File: config.mk
export PLATFORM = sky130hd
export DESIGN_NAME = fifo_sync_param
export DESIGN_NICKNAME = d
export VERILOG_FILES = /design/src/rtl/fifo_sync_param.sv
export SDC_FILE = /design/constraint.sdc
export NUM_CORES = 1
export LEC_CHECK = 0
export CAP_MARGIN = 10
export CORE_MARGIN = 4
export CORE_UTILIZATION = 58
export DETAILED_ROUTE_END_ITERATION = 12
export GPL_TIMING_DRIVEN = 0
export PLACE_DENSITY = 0.78
export SLEW_MARGIN = 15
export SYNTH_ARGS = -nofsm -noshare
export SYNTH_HDL_FRONTEND = slang
export SYNTH_SLANG_ARGS = --single-unit
File: constraint.sdc
create_clock -name sclk -period 4.15 [get_ports sclk]
set_clock_uncertainty 0.1 [all_clocks]
set_input_delay 0.6225 -clock sclk [delete_from_list [all_inputs] [get_ports sclk]]
set_output_delay 0.6225 -clock sclk [all_outputs]
set_load 0.01 [all_outputs]
File: src/rtl/fifo_sync_param.sv
// fifo_sync_param: parametrised single-clock FIFO with threshold flags,
// occupancy count, overflow/underflow pulses and selectable read mode.
// SHOW_AHEAD=0 presents a registered word one cycle after an accepted pull;
// SHOW_AHEAD=1 presents the head word combinationally (zero while empty).
module fifo_sync_param #(
  parameter int DWIDTH     = 8,
  parameter int DEPTH      = 16,
  parameter int AF_THRESH  = 14,
  parameter int AE_THRESH  = 2,
  parameter int SHOW_AHEAD = 0,
  localparam int PW        = (DEPTH > 1) ? $clog2(DEPTH) : 1,
  localparam int CW        = $clog2(DEPTH + 1)
) (
  input  logic              sclk,
  input  logic              rst,
  input  logic              push,
  input  logic              pull,
  input  logic [DWIDTH-1:0] d_in,
  output logic [DWIDTH-1:0] d_out,
  output logic              full,
  output logic              empty,
  output logic              almost_full,
  output logic              almost_empty,
  output logic [CW-1:0]     count,
  output logic              overflow,
  output logic              underflow
);

  localparam logic [PW-1:0] PTR_LAST = PW'(DEPTH - 1);
  localparam logic [CW-1:0] CNT_FULL = CW'(DEPTH);
  localparam logic [CW-1:0] CNT_AF   = CW'(AF_THRESH);
  localparam logic [CW-1:0] CNT_AE   = CW'(AE_THRESH);

  // Storage is deliberately left out of reset.
  logic [DWIDTH-1:0] mem [DEPTH];

  logic [PW-1:0] wr_ptr_q, wr_ptr_d;
  logic [PW-1:0] rd_ptr_q, rd_ptr_d;
  logic [CW-1:0] count_q,  count_d;
  logic          ovf_q,    ovf_d;
  logic          unf_q,    unf_d;

  logic pull_acc;
  logic push_acc;

  // Flags come straight from the registered count, never from push/pull.
  always_comb begin
    full         = (count_q == CNT_FULL);
    empty        = (count_q == '0);
    almost_full  = (count_q >= CNT_AF);
    almost_empty = (count_q <= CNT_AE);
    count        = count_q;
    overflow     = ovf_q;
    underflow    = unf_q;
  end

  // Accept logic: a pull frees a slot, so a full FIFO can push while pulling.
  always_comb begin
    pull_acc = pull && !empty;
    push_acc = push && (!full || pull_acc);
  end

  // Next-state: pointers wrap by explicit compare so DEPTH need not be 2^n.
  always_comb begin
    wr_ptr_d = wr_ptr_q;
    rd_ptr_d = rd_ptr_q;
    count_d  = count_q;
    if (push_acc) wr_ptr_d = (wr_ptr_q == PTR_LAST) ? '0 : wr_ptr_q + 1'b1;
    if (pull_acc) rd_ptr_d = (rd_ptr_q == PTR_LAST) ? '0 : rd_ptr_q + 1'b1;
    unique case ({push_acc, pull_acc})
      2'b10:   count_d = count_q + 1'b1;
      2'b01:   count_d = count_q - 1'b1;
      default: count_d = count_q;
    endcase
    ovf_d = push && !push_acc;
    unf_d = pull && !pull_acc;
  end

  // Control state register.
  always_ff @(posedge sclk or negedge rst) begin
    if (!rst) begin
      wr_ptr_q <= '0;
      rd_ptr_q <= '0;
      count_q  <= '0;
      ovf_q    <= 1'b0;
      unf_q    <= 1'b0;
    end else begin
      wr_ptr_q <= wr_ptr_d;
      rd_ptr_q <= rd_ptr_d;
      count_q  <= count_d;
      ovf_q    <= ovf_d;
      unf_q    <= unf_d;
    end
  end

  // Memory write on accepted push only; rejected pushes leave storage intact.
  always_ff @(posedge sclk) begin
    if (push_acc) mem[wr_ptr_q] <= d_in;
  end

  generate
    if (SHOW_AHEAD != 0) begin : g_fwft
      // Head word is live while non-empty; zero keeps the bus quiet when empty.
      always_comb begin
        d_out = empty ? '0 : mem[rd_ptr_q];
      end
    end else begin : g_reg
      logic [DWIDTH-1:0] dout_q;

      // Registered read: capture the head at the accepted-pull edge, else hold.
      always_ff @(posedge sclk or negedge rst) begin
        if (!rst)          dout_q <= '0;
        else if (pull_acc) dout_q <= mem[rd_ptr_q];
      end

      always_comb begin
        d_out = dout_q;
      end
    end
  endgenerate

endmodule

==> results list, run 1 <==
* Logic depth of the worst path, buffers included: 3
- The startpoint identified for the worst register-to-register timing path is count[3]$_DFFE_PN0P_.
- CTS-repair resized insts: 0
- Ordered cell list for the critical path: or4_1, nor2_1, clkdlybuf4s50_1
- Sequential area share after synthesis: 0.7224
* Data arrival time of the critical path: 2.32 ns
* Logic depth of the worst register-to-register path: 10
* Cell type of the slowest stage on the worst timing path: sky130_fd_sc_hd__or4_1
* HP Class: flip-flop to flip-flop
- The count of final max-slew check failures came to 0.
- Clock-pin slew was measured on the worst setup and hold paths at 0.06 ns.
* Crit path setup slack, layout: 1.111 ns
- Remaining global-route overflow: 0
- Critical path launch point type: flip-flop
- Sort of element at the end of the critical path: output pin
- Tracing the worst setup path back leads to its startpoint at count[1]$_DFFE_PN0P_.
- Post-synth top area share: 0.6283
- Predominant post-synthesis flop cell: sky130_fd_sc_hd__edfxtp_1
- In the final layout, the multi-input gates occupy 0.001617 mm².
- Highest net fanout along the worst path: 8
- Detail Placement HPWL: 8068 µm
- The first global-routing pass estimated 19430 µm of wire.
* Final routed wire length divided by cell count: 22.79 µm
- The initialized floorplan defines 37 standard-cell rows.
- Final GP Congestion: 0.8605
* Family of cells with the greatest summed delay on the critical path: simple AND/OR/NAND/NOR gates
- Clock tree synthesis selected as its root buffer the cell sky130_fd_sc_hd__clkbuf_8.
* Placeable core region: 0.01028 mm²
- For this run, the total global-route usage over all layers was measured as 0.2140.
* Post-synthesis instance total: 332
- The tree built by TritonCTS fans out to 151 sinks.
- The clock reaches the later pin of the worst-skew pair after 0.52 ns.
- Before CTS, the worst setup slack after placement is 0.7159 ns.
* Setup TNS Final: 0 ns
- The pre-antenna-repair detailed-routing pass consisted of 4 iterations.
- CTS built an H-tree with a depth of 4.
* Worst slew pin tran: 0.9905 ns
* DR vias: 3253
* Maximum number of pins on one net before global-route repair: 24
- The endpoint identified for the worst register-to-register timing path is count[4]$_DFFE_PN0P_.
* Nets@finish: 404
* Mapped Nets: 353
* Final antenna-violating net count: 0
* Post-synthesis instance area: 0.006117 mm²
- Buffers added on ports: 30
* Area growth syn-to-layout: 17.63%
- Synthesis instantiated 41 different standard cells from the library.
- Vias per cell: 6.115
- CP endpoint: full
- In the final layout, the share of cells above drive strength 1 is 0.2197.
- Setup repair after global routing left no endpoint under its margin.
* Width of the chip: 110.7 µm
* Critical path type: flip-flop to output pin
- IR analysis of the VDD net gives a maximum drop of 0.0004491 V.
- The synthesized design spends more area on one cell type than any other, namely sky130_fd_sc_hd__edfxtp_1.
- In this run the most critical hold path is launched from d_out[6]$_DFFE_PN0P_.
- The longest clock path from root to sink contains 2 buffers.
- Post-synth EDFFs: 128
- Effective utilization at floorplan: 0.5952
- Count of boundary I/O pins: 31
- Registers take 0.004419 mm².
- In this run, synthesis produced a sequential element count of 151.
- Summing internal, switching and leakage power gives 4.952 mW.
- Based on the critical path, the design can be clocked at up to 329.0 MHz.
- Each instance of the synthesized netlist takes up on average 18.43 µm².
- The layout has 651 filler cells.
- In the synthesized netlist the async set-or-reset flop fraction comes to 0.1523.
- The final hold violation count was 0.
- Post-CTS setup buffers: 0
- Counting both buffers and inverters, the worst setup path holds a total of 1.
- The via count of the first global-routing pass is 3421.
- Power spread over the standard cell area amounts to 688.2 mW/mm².
- Drt initial violations: 283
* Number of violations of the max-capacitance limit: 0
* Number of design rule violations left after detail routing: 0
- For this run, the slowest stage of the critical path takes 0.66 ns.
- Setup violators final: 0
- Leakage: 2.466 nW
- The routed design has 12120 µm of wire.
- Ys Warns: 0
- TritonCTS clock tree: done
- Overall die area: 0.01225 mm²
- Die Ht: 110.7 µm
- Ranking of synthesized cells by area: sky130_fd_sc_hd__edfxtp_1 63%, sky130_fd_sc_hd__mux4_2 12%, sky130_fd_sc_hd__dfrtp_1 9.4%, sky130_fd_sc_hd__mux2i_1 2.1%, sky130_fd_sc_hd__ha_1 1.6%
- Antenna diodes: 0
- In this run the tightest slew margin relative to its limit is 0.3372.
* Run status: complete, no violations
- Data on the critical path is required at its endpoint by 3.43 ns.
- Of the available clock period, the critical path in the final layout requires 0.7323.
* Antenna violations before repair: 0
- Flop2flop setup slack: 1.21 ns
* Minimum clock period: 3.039 ns
* TritonCTS buffer count: 17
[placed cells by master, fill, tap and decap left out, drive strengths merged, types with 9 or more instances in the layout]
cell,n
inv,9
clkbuf,20
nor2,18
mux4,32
edfxtp,128
buf,13
clkdlybuf4s50,29
nand2,19
mux2i,14
dfrtp,23
[state kept, by name (all words and copies together) (netlist names)]
signal and cells:
overflow 1, count 5, wr_ptr_q 4, mem 128, d_out 8, rd_ptr_q 4, underflow 1
[per-stage QoR]
stage	cells	instance area [µm²]	utilization	hold slack [ns]
CTS	531	7191	0.6997	0.4260
detailed placement	499	6615	0.6437	0.4125
global route	532	7196	0.7001	0.4593
global placement	498	6588	0.6410	0.4270
finish	532	7196	0.7001	0.4234
floorplan	332	6117	-	0.2269
[layer usage]
| layer | GRT usage | share of wire |
|---|---|---|
| met1 | 0.2734 | 0.39 |
| met3 | 0.05786 | 0.066 |
| met2 | 0.3471 | 0.51 |
| met4 | 0.09524 | 0.029 |
| met5 | 0 | 0 |
[tightest hold or removal path, stage by stage, from the launching register on]
cell	delay [ns]
sky130_fd_sc_hd__dfrtp_1	0.36
sky130_fd_sc_hd__nand2_1	0.06
sky130_fd_sc_hd__o221ai_1	0.06
[power by group]
| part | leakage [nW] | internal [mW] | switching, mW | total, mW |
|---|---|---|---|---|
| clock | 0.274 | 0.905 | 0.577 | 1.48 |
| combinational | 0.756 | 0.704 | 0.770 | 1.47 |
| sequential | 1.44 | 1.86 | 0.132 | 2.00 |
[cell families (layout without fill, tap and decap cells)]
group,Yosys count,count (layout),synth area share
compound gates,35,35,0.04193
buf+inv,23,87,0.01657
simple gates,59,59,0.04357
mux,50,50,0.1487
xor+xnor,5,5,0.007159
flops,151,151,0.7224
fa+ha+maj,9,9,0.01964
[worst min path at each step]
stage	end	cells past startpoint	slack, ns
2_1_floorplan	count[0]$_DFFE_PN0P_	0	0.23
3_3_place_gp	d_out[6]$_DFFE_PN0P_	2	0.43
3_5_place_dp	d_out[6]$_DFFE_PN0P_	2	0.41
4_1_cts	d_out[6]$_DFFE_PN0P_	2	0.43
5_1_grt	d_out[6]$_DFFE_PN0P_	2	0.46
6_report	d_out[6]$_DFFE_PN0P_	2	0.42
[area by class of cell]
class	instances	area share
Timing Repair Buffer	32	0.04347
Multi-Input combinational cell	158	0.2247
Tap cell	136	0.02365
Clock buffer	17	0.05756
Buffer	14	0.009390
Inverter	9	0.004695
Sequential cell	151	0.6142
Clock inverter	15	0.02243
[cells in the mapped netlist, types with 5 or more instances]
master and number:
sky130_fd_sc_hd__inv_1 9, sky130_fd_sc_hd__nor3_1 6, sky130_fd_sc_hd__ha_1 8, sky130_fd_sc_hd__dfrtp_1 23, sky130_fd_sc_hd__buf_2 9, sky130_fd_sc_hd__mux4_2 32, sky130_fd_sc_hd__mux2i_1 13, sky130_fd_sc_hd__xnor2_1 5
sky130_fd_sc_hd__edfxtp_1 128, sky130_fd_sc_hd__nand2b_1 5, sky130_fd_sc_hd__nand2_1 19, sky130_fd_sc_hd__o21ai_0 6, sky130_fd_sc_hd__o221ai_1 6, sky130_fd_sc_hd__nor2_1 18
[repair_timing]
action / 4_1_cts / 5_1_grt
setup endpoints to repair: 0 / 0
hold buffers: 0 / 1
hold endpoints to repair: 0 / 8
(Power assumes the default switching activity.)
==> inputs of run 2 (changes only) <==
==> constraint.sdc (replaced) <==
create_clock -name sclk -period 3.1 [get_ports sclk]
set_clock_uncertainty 0.1 [all_clocks]
set_input_delay 0.465 -clock sclk [delete_from_list [all_inputs] [get_ports sclk]]
set_output_delay 0.465 -clock sclk [all_outputs]
set_load 0.01 [all_outputs]
==> results of run 2 <==
Same layout as run 1 (identical final DEF). Status: complete, no violations.
Among the figures that moved: setup slack after placement 0.7159 ns -> -0.1766 ns; setup slack after layout 1.111 ns -> 0.1637 ns; hold slack 0.4234 ns -> 0.3476 ns; start point of the critical path count[1]$_DFFE_PN0P_ -> count[3]$_DFFE_PN0P_; end point of the critical path full -> count[4]$_DFFE_PN0P_; register-to-register setup slack 1.21 ns -> 0.16 ns; total power 4.952 mW -> 6.629 mW; worst IR drop on VDD 0.0004491 V -> 0.0006012 V
==> inputs of run 3 (changes only) <==
--- a/config.mk
+++ b/config.mk
@@ -5,6 +5,7 @@
 export SDC_FILE = /design/constraint.sdc
 export NUM_CORES = 1
 export LEC_CHECK = 0
+export ABC_AREA = 0
 export CAP_MARGIN = 10
 export CORE_MARGIN = 4
 export CORE_UTILIZATION = 58
==> results of run 3 <==
Same layout as run 1 (identical final DEF). Status: complete, no violations.
Among the figures that moved: setup slack after placement 0.7159 ns -> -0.1766 ns; setup slack after layout 1.111 ns -> 0.1637 ns; hold slack 0.4234 ns -> 0.3476 ns; start point of the critical path count[1]$_DFFE_PN0P_ -> count[3]$_DFFE_PN0P_; end point of the critical path full -> count[4]$_DFFE_PN0P_; register-to-register setup slack 1.21 ns -> 0.16 ns; total power 4.952 mW -> 6.629 mW; worst IR drop on VDD 0.0004491 V -> 0.0006012 V
